### config.mk
export PLATFORM = sky130hd
export DESIGN_NAME = grid_overlay_renderer
export DESIGN_NICKNAME = d
export VERILOG_FILES = /design/src/rtl/grid_overlay_renderer_pkg.sv /design/src/rtl/grid_overlay_renderer_scan_tracker.sv /design/src/rtl/grid_overlay_renderer.sv
export SDC_FILE = /design/constraint.sdc
export NUM_CORES = 1
export LEC_CHECK = 0
export CAP_MARGIN = 30
export CORE_MARGIN = 1.5
export CORE_UTILIZATION = 47
export DETAILED_ROUTE_END_ITERATION = 8
export PLACE_DENSITY = 0.88
export SKIP_LAST_GASP = 1
export SYNTH_ARGS = -nofsm -noshare
export SYNTH_HDL_FRONTEND = slang
export SYNTH_SLANG_ARGS = --single-unit
### constraint.sdc
create_clock -name clk -period 7.96 [get_ports clk]
set_input_delay 1.194 -clock clk [delete_from_list [all_inputs] [get_ports clk]]
set_output_delay 1.194 -clock clk [all_outputs]
set_load 0.01 [all_outputs]
### src/rtl/grid_overlay_renderer_pkg.sv
// grid_overlay_pkg: shared types, default colours and index-width helpers for the grid overlay.
package grid_overlay_pkg;
    typedef enum logic [1:0] {IDLE, FLASH, DONE} flash_state_t;
    localparam logic [7:0] DEF_MOVE_COLOR  = 8'hAA;
    localparam logic [7:0] DEF_BACK_COLOR  = 8'h55;
    localparam logic [7:0] DEF_FLASH_COLOR = 8'hFF;
    localparam logic [7:0] DEF_LINE_COLOR  = 8'h11;
    function automatic int idx_w(input int n);
        return n > 1 ? $clog2(n) : 1;
    endfunction
    function automatic int cell_idx_w(input int cols, input int rows);
        return idx_w(cols * rows);
    endfunction
endpackage

### src/rtl/grid_overlay_renderer_scan_tracker.sv
// scan_tracker: follows the row-major pixel address with incremental x/y/cell counters (no divide).
// Under GRID_LINES_EN it also flags the first pixel row/column of each cell.
module scan_tracker
    import grid_overlay_pkg::*;
#(
    parameter int ADDR_W = 19,
    parameter int H_RES = 640,
    parameter int V_RES = 480,
    parameter int CELL_W = 40,
    parameter int CELL_H = 40,
    parameter int COLS = 12,
    parameter int ROWS = 12,
    parameter int X_OFF = 0
)(
    input  logic                     clk,
    input  logic                     reset_n,
    input  logic [ADDR_W-1:0]        address,
    output logic [idx_w(COLS)-1:0]   cx,
    output logic [idx_w(ROWS)-1:0]   cy,
    output logic                     in_grid,
    output logic                     locked,
    output logic                     frame_start,
`ifdef GRID_LINES_EN
    output logic                     on_line,
`endif
    output logic                     sync_err
);
    localparam int XW = idx_w(H_RES), YW = idx_w(V_RES + 1);
    localparam int SXW = idx_w(CELL_W), SYW = idx_w(CELL_H);
    localparam int GW = COLS * CELL_W, GH = ROWS * CELL_H;
    localparam logic [ADDR_W:0] LAST = (ADDR_W + 1)'(H_RES * V_RES - 1);

    logic [ADDR_W-1:0] prev_addr;
    logic [XW-1:0] x;
    logic [YW-1:0] y;
    logic [SXW-1:0] sub_x;
    logic [SYW-1:0] sub_y;
    logic hold, step, eol;

    // A repeated address while locked is a blanking stall, even at address 0.
    assign hold = locked && address == prev_addr;
    assign frame_start = !hold && address == '0;
    assign step = locked && {1'b0, address} == {1'b0, prev_addr} + 1'b1 && {1'b0, address} <= LAST;
    assign eol = x == XW'(H_RES - 1);
    assign in_grid = int'(x) >= X_OFF && int'(x) < X_OFF + GW && int'(y) < GH;
`ifdef GRID_LINES_EN
    assign on_line = sub_x == '0 || sub_y == '0;
`endif

    always_ff @(posedge clk or negedge reset_n) begin
        if (!reset_n) begin
            prev_addr <= '0;
            locked <= 1'b0;
            sync_err <= 1'b0;
            x <= '0;
            y <= '0;
            sub_x <= '0;
            sub_y <= '0;
            cx <= '0;
            cy <= '0;
        end else begin
            prev_addr <= address;
            sync_err <= 1'b0;
            if (frame_start) begin
                locked <= 1'b1;
                x <= '0;
                y <= '0;
                sub_x <= '0;
                sub_y <= '0;
                cx <= '0;
                cy <= '0;
            end else if (step) begin
                x <= eol ? '0 : x + 1'b1;
                if (eol) begin
                    y <= y + 1'b1;
                    sub_x <= '0;
                    cx <= '0;
                    if (int'(y) < GH - 1) begin
                        sub_y <= sub_y == SYW'(CELL_H - 1) ? '0 : sub_y + 1'b1;
                        if (sub_y == SYW'(CELL_H - 1)) cy <= cy + 1'b1;
                    end
                end else if (int'(x) >= X_OFF && int'(x) < X_OFF + GW - 1) begin
                    sub_x <= sub_x == SXW'(CELL_W - 1) ? '0 : sub_x + 1'b1;
                    if (sub_x == SXW'(CELL_W - 1)) cx <= cx + 1'b1;
                end
            end else if (locked && !hold) begin
                locked <= 1'b0;
                sync_err <= 1'b1;
            end
        end
    end
endmodule

### src/rtl/grid_overlay_renderer.sv
// grid_overlay_renderer: inline VGA overlay painting occupied grid cells and row-clear flashes, 2-cycle pipeline.
// Define GRID_LINES_EN to draw cell borders in LINE_COLOR.
module grid_overlay_renderer
    import grid_overlay_pkg::*;
#(
    parameter int ADDR_W = 19,
    parameter int PIX_W = 8,
    parameter int H_RES = 640,
    parameter int V_RES = 480,
    parameter int CELL_W = 40,
    parameter int CELL_H = 40,
    parameter int COLS = 12,
    parameter int ROWS = 12,
    parameter int X_OFF = 0,
    parameter logic [PIX_W-1:0] MOVE_COLOR = PIX_W'(DEF_MOVE_COLOR),
    parameter logic [PIX_W-1:0] BACK_COLOR = PIX_W'(DEF_BACK_COLOR),
    parameter logic [PIX_W-1:0] FLASH_COLOR = PIX_W'(DEF_FLASH_COLOR),
    parameter int FLASH_FRAMES = 8
`ifdef GRID_LINES_EN
    ,
    parameter logic [PIX_W-1:0] LINE_COLOR = PIX_W'(DEF_LINE_COLOR)
`endif
)(
    input  logic                   clk,
    input  logic                   reset_n,
    input  logic [ADDR_W-1:0]      address,
    input  logic [PIX_W-1:0]       qin,
    input  logic [COLS*ROWS-1:0]   background,
    input  logic [COLS*ROWS-1:0]   moving,
    input  logic [ROWS-1:0]        clear_rows,
    input  logic                   clear_start,
    output logic                   flash_busy,
    output logic                   flash_done,
    output logic                   sync_err,
    output logic [PIX_W-1:0]       qout
);
    localparam int CIW = cell_idx_w(COLS, ROWS);
    localparam int FW = idx_w(FLASH_FRAMES + 1);

    logic [idx_w(COLS)-1:0] cx;
    logic [idx_w(ROWS)-1:0] cy;
    logic in_grid, locked, frame_start;
`ifdef GRID_LINES_EN
    logic on_line;
`endif
    logic [PIX_W-1:0] qin_d, color;
    logic [CIW-1:0] k;
    logic [ROWS-1:0] mask;
    logic [FW-1:0] frame_cnt;
    logic phase;
    flash_state_t state;

    scan_tracker #(
        .ADDR_W(ADDR_W), .H_RES(H_RES), .V_RES(V_RES), .CELL_W(CELL_W),
        .CELL_H(CELL_H), .COLS(COLS), .ROWS(ROWS), .X_OFF(X_OFF)
    ) u_scan (
        .clk(clk),
        .reset_n(reset_n),
        .address(address),
        .cx(cx),
        .cy(cy),
        .in_grid(in_grid),
        .locked(locked),
        .frame_start(frame_start),
`ifdef GRID_LINES_EN
        .on_line(on_line),
`endif
        .sync_err(sync_err)
    );

    assign k = CIW'(int'(cy) * COLS + int'(cx));
    assign color = !(locked && in_grid) ? qin_d
                 : flash_busy && phase && mask[cy] ? FLASH_COLOR
`ifdef GRID_LINES_EN
                 : on_line ? LINE_COLOR
`endif
                 : moving[k] ? MOVE_COLOR
                 : background[k] ? BACK_COLOR
                 : qin_d;

    always_ff @(posedge clk or negedge reset_n) begin
        if (!reset_n) begin
            qin_d <= '0;
            qout <= '0;
        end else begin
            qin_d <= qin;
            qout <= color;
        end
    end

    // A start request in IDLE wins over a coincident frame start, which is then not counted.
    always_ff @(posedge clk or negedge reset_n) begin
        if (!reset_n) begin
            state <= IDLE;
            mask <= '0;
            frame_cnt <= '0;
            phase <= 1'b0;
            flash_busy <= 1'b0;
            flash_done <= 1'b0;
        end else begin
            case (state)
                IDLE: if (clear_start && |clear_rows) begin
                    state <= FLASH;
                    mask <= clear_rows;
                    frame_cnt <= '0;
                    phase <= 1'b1;
                    flash_busy <= 1'b1;
                end
                FLASH: if (frame_start) begin
                    phase <= !phase;
                    frame_cnt <= frame_cnt + 1'b1;
                    if (frame_cnt == FW'(FLASH_FRAMES - 1)) begin
                        state <= DONE;
                        flash_busy <= 1'b0;
                        flash_done <= 1'b1;
                    end
                end
                default: begin
                    state <= IDLE;
                    flash_done <= 1'b0;
                    mask <= '0;
                end
            endcase
        end
    end
endmodule

==> results.cfg, run 1 <==
[cts]
cts_resized = 0
htree_levels = 3
post_cts_buffers = 0
path_clk_slew_ns = 0.07
cts_tree = yes
cts-root-buf = clkbuf_16
cts_inserted_buffers = 9
clock_sinks = 97
clockBufferDepth = 2
hold_buffers = 0
worstSkewPairLatency_ns = 0.35

[die]
die_height_um = 131
ios = 341
core_mm2 = 0.0159
dieArea_mm2 = 0.0172
rows = 46
die_x_um = 131
floorplan.initialDensity_pct = 48.5

[grt]
antenna_found_initial = 2
track_usage_pct = 33.4
grt_first_pass_wirelength_um = 44400
grt_max_degree = 77
overflow = 0
grt_pass1_vias = 8066

[min_path]
hold_path_startpoint = qin_d[7]$_DFF_PN0_
whs_path_depth = 1
hold_path.class = register to register
hold_end = qout[7]$_DFF_PN0_

[synthesis]
synth_area_leaders = dfrtp_1, mux4_2, mux2i_1
ys_seq_elements = 97
synthesis.area_mm2 = 0.00772
synth_edf_count = 0
synthFlopType = dfrtp_1
yosysTopAreaCell = dfrtp_1
synth_nets = 1061
yosysWarnings = 0
avgSynthCellArea_um2 = 10.8
syn_inst = 715
synth_top_area_share_pct = 31.4
ys_types = 59
synthArstFlopShare_pct = 100
seq_area_frac_synth_pct = 31.4

[sta]
drv_slew = 0
rsz0062_at_grt = false
fin_crit_sh_pct = 55.8
finalSetupTns_ns = 0
fin_crit_ns = 4.44
timing_worst_slew_pin_value_ns = 0.907
setup_viol = 0
timing.fmax_mhz = 225
slew_headroom_pct = 39.0
clock_skew_ns = 0.00682
hold_viol_final = 0

[worst_setup_path]
slowest_stage = nand4_1
crit_path_end_kind = register
cp_max_fo = 22
crit_type = input port to register
r2r_cells = 9
reg2reg_slack_ns = 3.66
crit_required_ns = 8.19
crit_path_max_incr_delay_ns = 0.67
crit_arrival_ns = 4.67
reg2reg_to = qout[3]$_DFF_PN0_
crit_path_cell_trace = clkdlybuf4s50_1, a21o_1, a211o_1, a222oi_1, o2111ai_1, nor4_2, nand4_1, nor4_1, mux2_2
worstReg2RegStart = u_scan.cy[0]$_DFFE_PN0P_
start_kind = input port

[run]
cap_viol_max_count = 0

[cells_and_area]
layout_common_cells = clkdlybuf4s50_1, dfrtp_1, mux4_2, a21oi_1, nor2_1
n_antenna_cell = 0
layoutNonFillerInstCount = 1251
fillerInstances = 1139
layout_commonest_cell = clkdlybuf4s50_1
regArea_mm2 = 0.00243
nNetsFinal = 1376
multiInputGateArea_mm2 = 0.00504
area_growth_pct = 51.0
drive_gt1_share_pct = 12.8
final_area_mm2 = 0.0117

[drt]
ant_nets = 0
wirelength_um = 28500
first_pass_iters = 7
drtIter0Drc = 738
dr_total_vias = 7747
viasPerCell = 6.19
post_drt_wl_per_cell_um = 22.8
drc = 0

[power_and_ir_drop]
p_per_area_mw_per_mm2 = 116
ir_worst_vdd_mv = 0.0879
p_leak_nw = 4.35
total_power_mw = 1.36

[place]
portBuffers = 340
placed_area_mm2 = 0.0113
placed_cells = 1233
place.gp.congestion = 0.913
dp_hpwl_um = 22500

[run_status]
status = finished, final reports clean
==> through the flow <==
stage / utilization, % / setup slack, ns / hold slack [ns]
global route: 73.2 / 3.24 / 0.487
detailed placement: 70.7 / 3.23 / 0.460
CTS: 72.8 / 3.58 / 0.475
floorplan: - / 4.51 / 0.426
global placement: 70.6 / 3.08 / 0.435
finish: 73.2 / 3.52 / 0.466
==> synth_stat cells (5+ instances only) <==
master	number
dfrtp_1	97
mux4_2	86
a21oi_1	47
nor2_1	44
o21ai_0	37
nand2_1	35
nand3_1	35
clkbuf_1	25
mux2i_1	24
nand4_1	23
inv_1	19
xor2_1	19
xnor2_1	17
or4_1	16
nor4_1	15
ha_1	14
and3_1	12
buf_2	12
o31ai_1	11
a31oi_1	10
nor3_1	10
or3_1	10
a21o_1	9
and2_1	9
mux2_2	6
nand3b_1	5
nor2b_1	5
==> area by class of cell <==
| cell class | count | area share [%] |
|---|---|---|
| clock inverters | 5 | 0.708 |
| flip-flops and latches | 97 | 20.9 |
| clock buffers | 11 | 2.17 |
| repair buffers | 349 | 30.1 |
| multi-input cells | 554 | 43.2 |
| well taps | 216 | 2.32 |
| inverters | 19 | 0.611 |
==> state kept, by name (all words and copies together) (netlist names) <==
register and count:
flash_busy 1, flash_done 1, frame_cnt 4, mask 12
phase 1, qin_d 8, qout 8, state 2
u_scan.cx 4, u_scan.cy 4, u_scan.locked 1, u_scan.prev_addr 19
u_scan.sub_x 6, u_scan.sub_y 6, u_scan.sync_err 1, u_scan.x 10
u_scan.y 9
==> worst max-delay path by stage <==
stage,start,endpoint,slack [ns],cells past startpoint
after floorplan,address[15],u_scan.y[8]$_DFFE_PN0P_,4.51,9
final,address[12],u_scan.y[8]$_DFFE_PN0P_,3.52,9
after global routing,address[15],u_scan.y[8]$_DFFE_PN0P_,3.24,9
after detailed placement,address[15],u_scan.y[8]$_DFFE_PN0P_,3.23,9
after global placement,address[12],u_scan.cy[3]$_DFFE_PN0P_,3.08,9
after CTS,address[15],u_scan.y[8]$_DFFE_PN0P_,3.58,9
==> where the power goes <==
group | leakage, nW | switching [mW] | internal, mW
sequential | 1.22 | 0.0248 | 0.526
combinational | 2.96 | 0.103 | 0.216
clock | 0.167 | 0.194 | 0.294
==> cells by family (layout without fill, tap and decap cells) <==
logic type / after synthesis / in the layout / synth area share (%)
mux: 116 / 116 / 29.1
buf+inv: 64 / 384 / 3.55
xor+xnor: 37 / 37 / 4.29
fa+ha+maj: 16 / 16 / 2.79
flops: 97 / 97 / 31.4
simple gates: 241 / 241 / 17.2
compound gates: 144 / 144 / 11.7
==> routing by layer <==
layer | wire length [µm] | track usage [%] | up-vias
met4 | 1030 | 13.0 | 2
li1 | - | - | 3459
met2 | 14500 | 57.7 | 423
met1 | 10600 | 41.5 | 3793
met3 | 2350 | 6.25 | 70
met5 | 13 | 0 | -
==> critical path: cells and delay by family <==
family / cells / cell delay [ns]
multiplexers: 1 / 0.38
AO/OA/AOI/OAI: 4 / 0.98
AND/OR/NAND/NOR: 3 / 1.58
buffers and inverters: 1 / 0.53
(Power assumes the default switching activity.)
==> run 2: changes to the inputs <==
CORE_UTILIZATION = 39   (was 47)
PLACE_DENSITY = 0.78   (was 0.88)
clock period = 3.63 ns   (was 7.96 ns; I/O delays follow)
==> results.cfg, run 2 (synthesized netlist as in run 1, its figures left out) <==
[run_status]
status = finished, final reports clean

[cells_and_area]
layout_commonest_cell = clkdlybuf4s50_1
nNetsFinal = 1398
drive_gt1_share_pct = 14.6
largest-register = u_scan.prev_addr
layout_common_cells = clkdlybuf4s50_1, dfrtp_1, mux4_2, a21oi_1, nor2_1
area_growth_pct = 53.1
top_regs = u_scan.prev_addr: 19 flops, mask: 12 flops, u_scan.x: 10 flops
largest_reg_flops = 19

[sta]
whs_ns = 0.216
timing.fmax_mhz = 291
slew_headroom_pct = 43.7
fin_crit_sh_pct = 94.6
rsz0062_at_grt = false
clock_skew_ns = 0.00983
hold_viol_final = 0
drv_slew = 0
fin_crit_ns = 3.44
timing_worst_slew_pin_value_ns = 0.845
setup_viol = 0
setup_ws_ns = 0.195

[worst_setup_path]
start_kind = register
crit_path_cell_trace = inv_1, ha_1, and3b_1, o31ai_1, and3b_1, o21ai_0, a221o_1, a21boi_0, nor4b_1, a31oi_1
crit_start = u_scan.cy[2]$_DFFE_PN0P_
r2r_cells = 10
cp_max_fo = 6
crit_arrival_ns = 3.63
setup.worst_path.end = qout[4]$_DFF_PN0_
path_delay_family = compound AO/OA/AOI/OAI gates
reg2reg_slack_ns = 0.19
crit_type = register to register
cp.depth = 10
path_buf_inv = 1
worstReg2RegStart = u_scan.cy[2]$_DFFE_PN0P_
crit_required_ns = 3.83
slowest_stage = nor4b_1
path_common_cell = and3b_1
crit_path_max_incr_delay_ns = 0.59
reg2reg_to = qout[4]$_DFF_PN0_
crit_path_end_kind = register

[power_and_ir_drop]
p_leak_nw = 4.42
ir_worst_vdd_mv = 0.222
total_power_mw = 2.81
p_per_area_mw_per_mm2 = 238

[drt]
viasPerCell = 5.76
first_pass_iters = 7
drtIter0Drc = 468
post_drt_wl_per_cell_um = 20.5
wirelength_um = 27100
dr_total_vias = 7620
drc = 0
ant_nets = 0

[place]
dp_hpwl_um = 21900
dp_slack_ns = -0.00522
portBuffers = 340
place.gp.congestion = 0.940

[die]
floorplan.initialDensity_pct = 39.7
die_height_um = 144
ios = 341
die_x_um = 144
dieArea_mm2 = 0.0207
rows = 51
core_mm2 = 0.0195

[grt]
grt_first_pass_wirelength_um = 40300
track_usage_pct = 25.8
overflow = 0
antenna_found_initial = 1
grt_pass1_vias = 7627
grt_max_degree = 51

[cts]
cts-root-buf = clkbuf_16
hold_buffers = 0
worstSkewPairLatency_ns = 0.35
path_clk_slew_ns = 0.07
clockBufferDepth = 2
clock_sinks = 97
post_cts_buffers = 0
cts_tree = yes
htree_levels = 3
cts_inserted_buffers = 9
cts_resized = 0

[min_path]
hold_path.class = input port to async pin

[run]
cap_viol_max_count = 0
-- run 2: cell count changes in the layout (fill, tap and decap cells not counted), sizes merged --
cell	delta
buf	+22
bufinv	-2
clkbuf	-2
clkinv	+2
clkinvlp	+1
diode	+1
inv	+1
-- run 2: where the power goes --
part           switching, mW  internal [mW]  leakage (nW)
Combinational          0.216          0.474          3.06
Clock                  0.437          0.478         0.139
Sequential            0.0535           1.15          1.22
-- run 2: per-layer routing --
layer	share of wire (%)	up-vias	GRT usage, %	wire, µm
li1	-	3509	-	-
met4	2.4	0	7.57	651
met1	40	3760	32.7	10800
met3	7.7	34	6.56	2090
met5	0	-	0	0
met2	50	317	43.3	13600
-- run 2: worst min path at each step --
| stage | startpoint | end | cells after the start |
|---|---|---|---|
| after CTS | reset_n | u_scan.y[3]$_DFFE_PN0P_ | 1 |
| after global placement | qin_d[1]$_DFF_PN0_ | qout[1]$_DFF_PN0_ | 1 |
| after detailed placement | qin_d[1]$_DFF_PN0_ | qout[1]$_DFF_PN0_ | 1 |
| after global routing | reset_n | u_scan.prev_addr[18]$_DFF_PN0_ | 1 |
| after floorplan | reset_n | flash_busy$_DFFE_PN0P_ | 0 |
| final | reset_n | u_scan.sub_x[4]$_DFFE_PN0P_ | 1 |
-- run 2: cell type report --
cell class	instances	area (µm²)
flip-flops and latches	97	2430
diodes	1	2.50
clock buffers	9	225
well taps	265	332
multi-input cells	554	5040
clock inverters	7	62.6
repair buffers	371	3660
fillers	1595	7640
inverters	19	71.3
-- run 2: metrics by stage --
step	TNS, ns	instances	util [%]	instance area, µm²
2_1_floorplan	0	715	-	7720
3_3_place_gp	0	1306	59.3	11500
3_5_place_dp	-0.00522	1306	59.3	11500
4_1_cts	0	1322	60.8	11800
5_1_grt	0	1322	60.8	11800
6_report	0	1323	60.8	11800
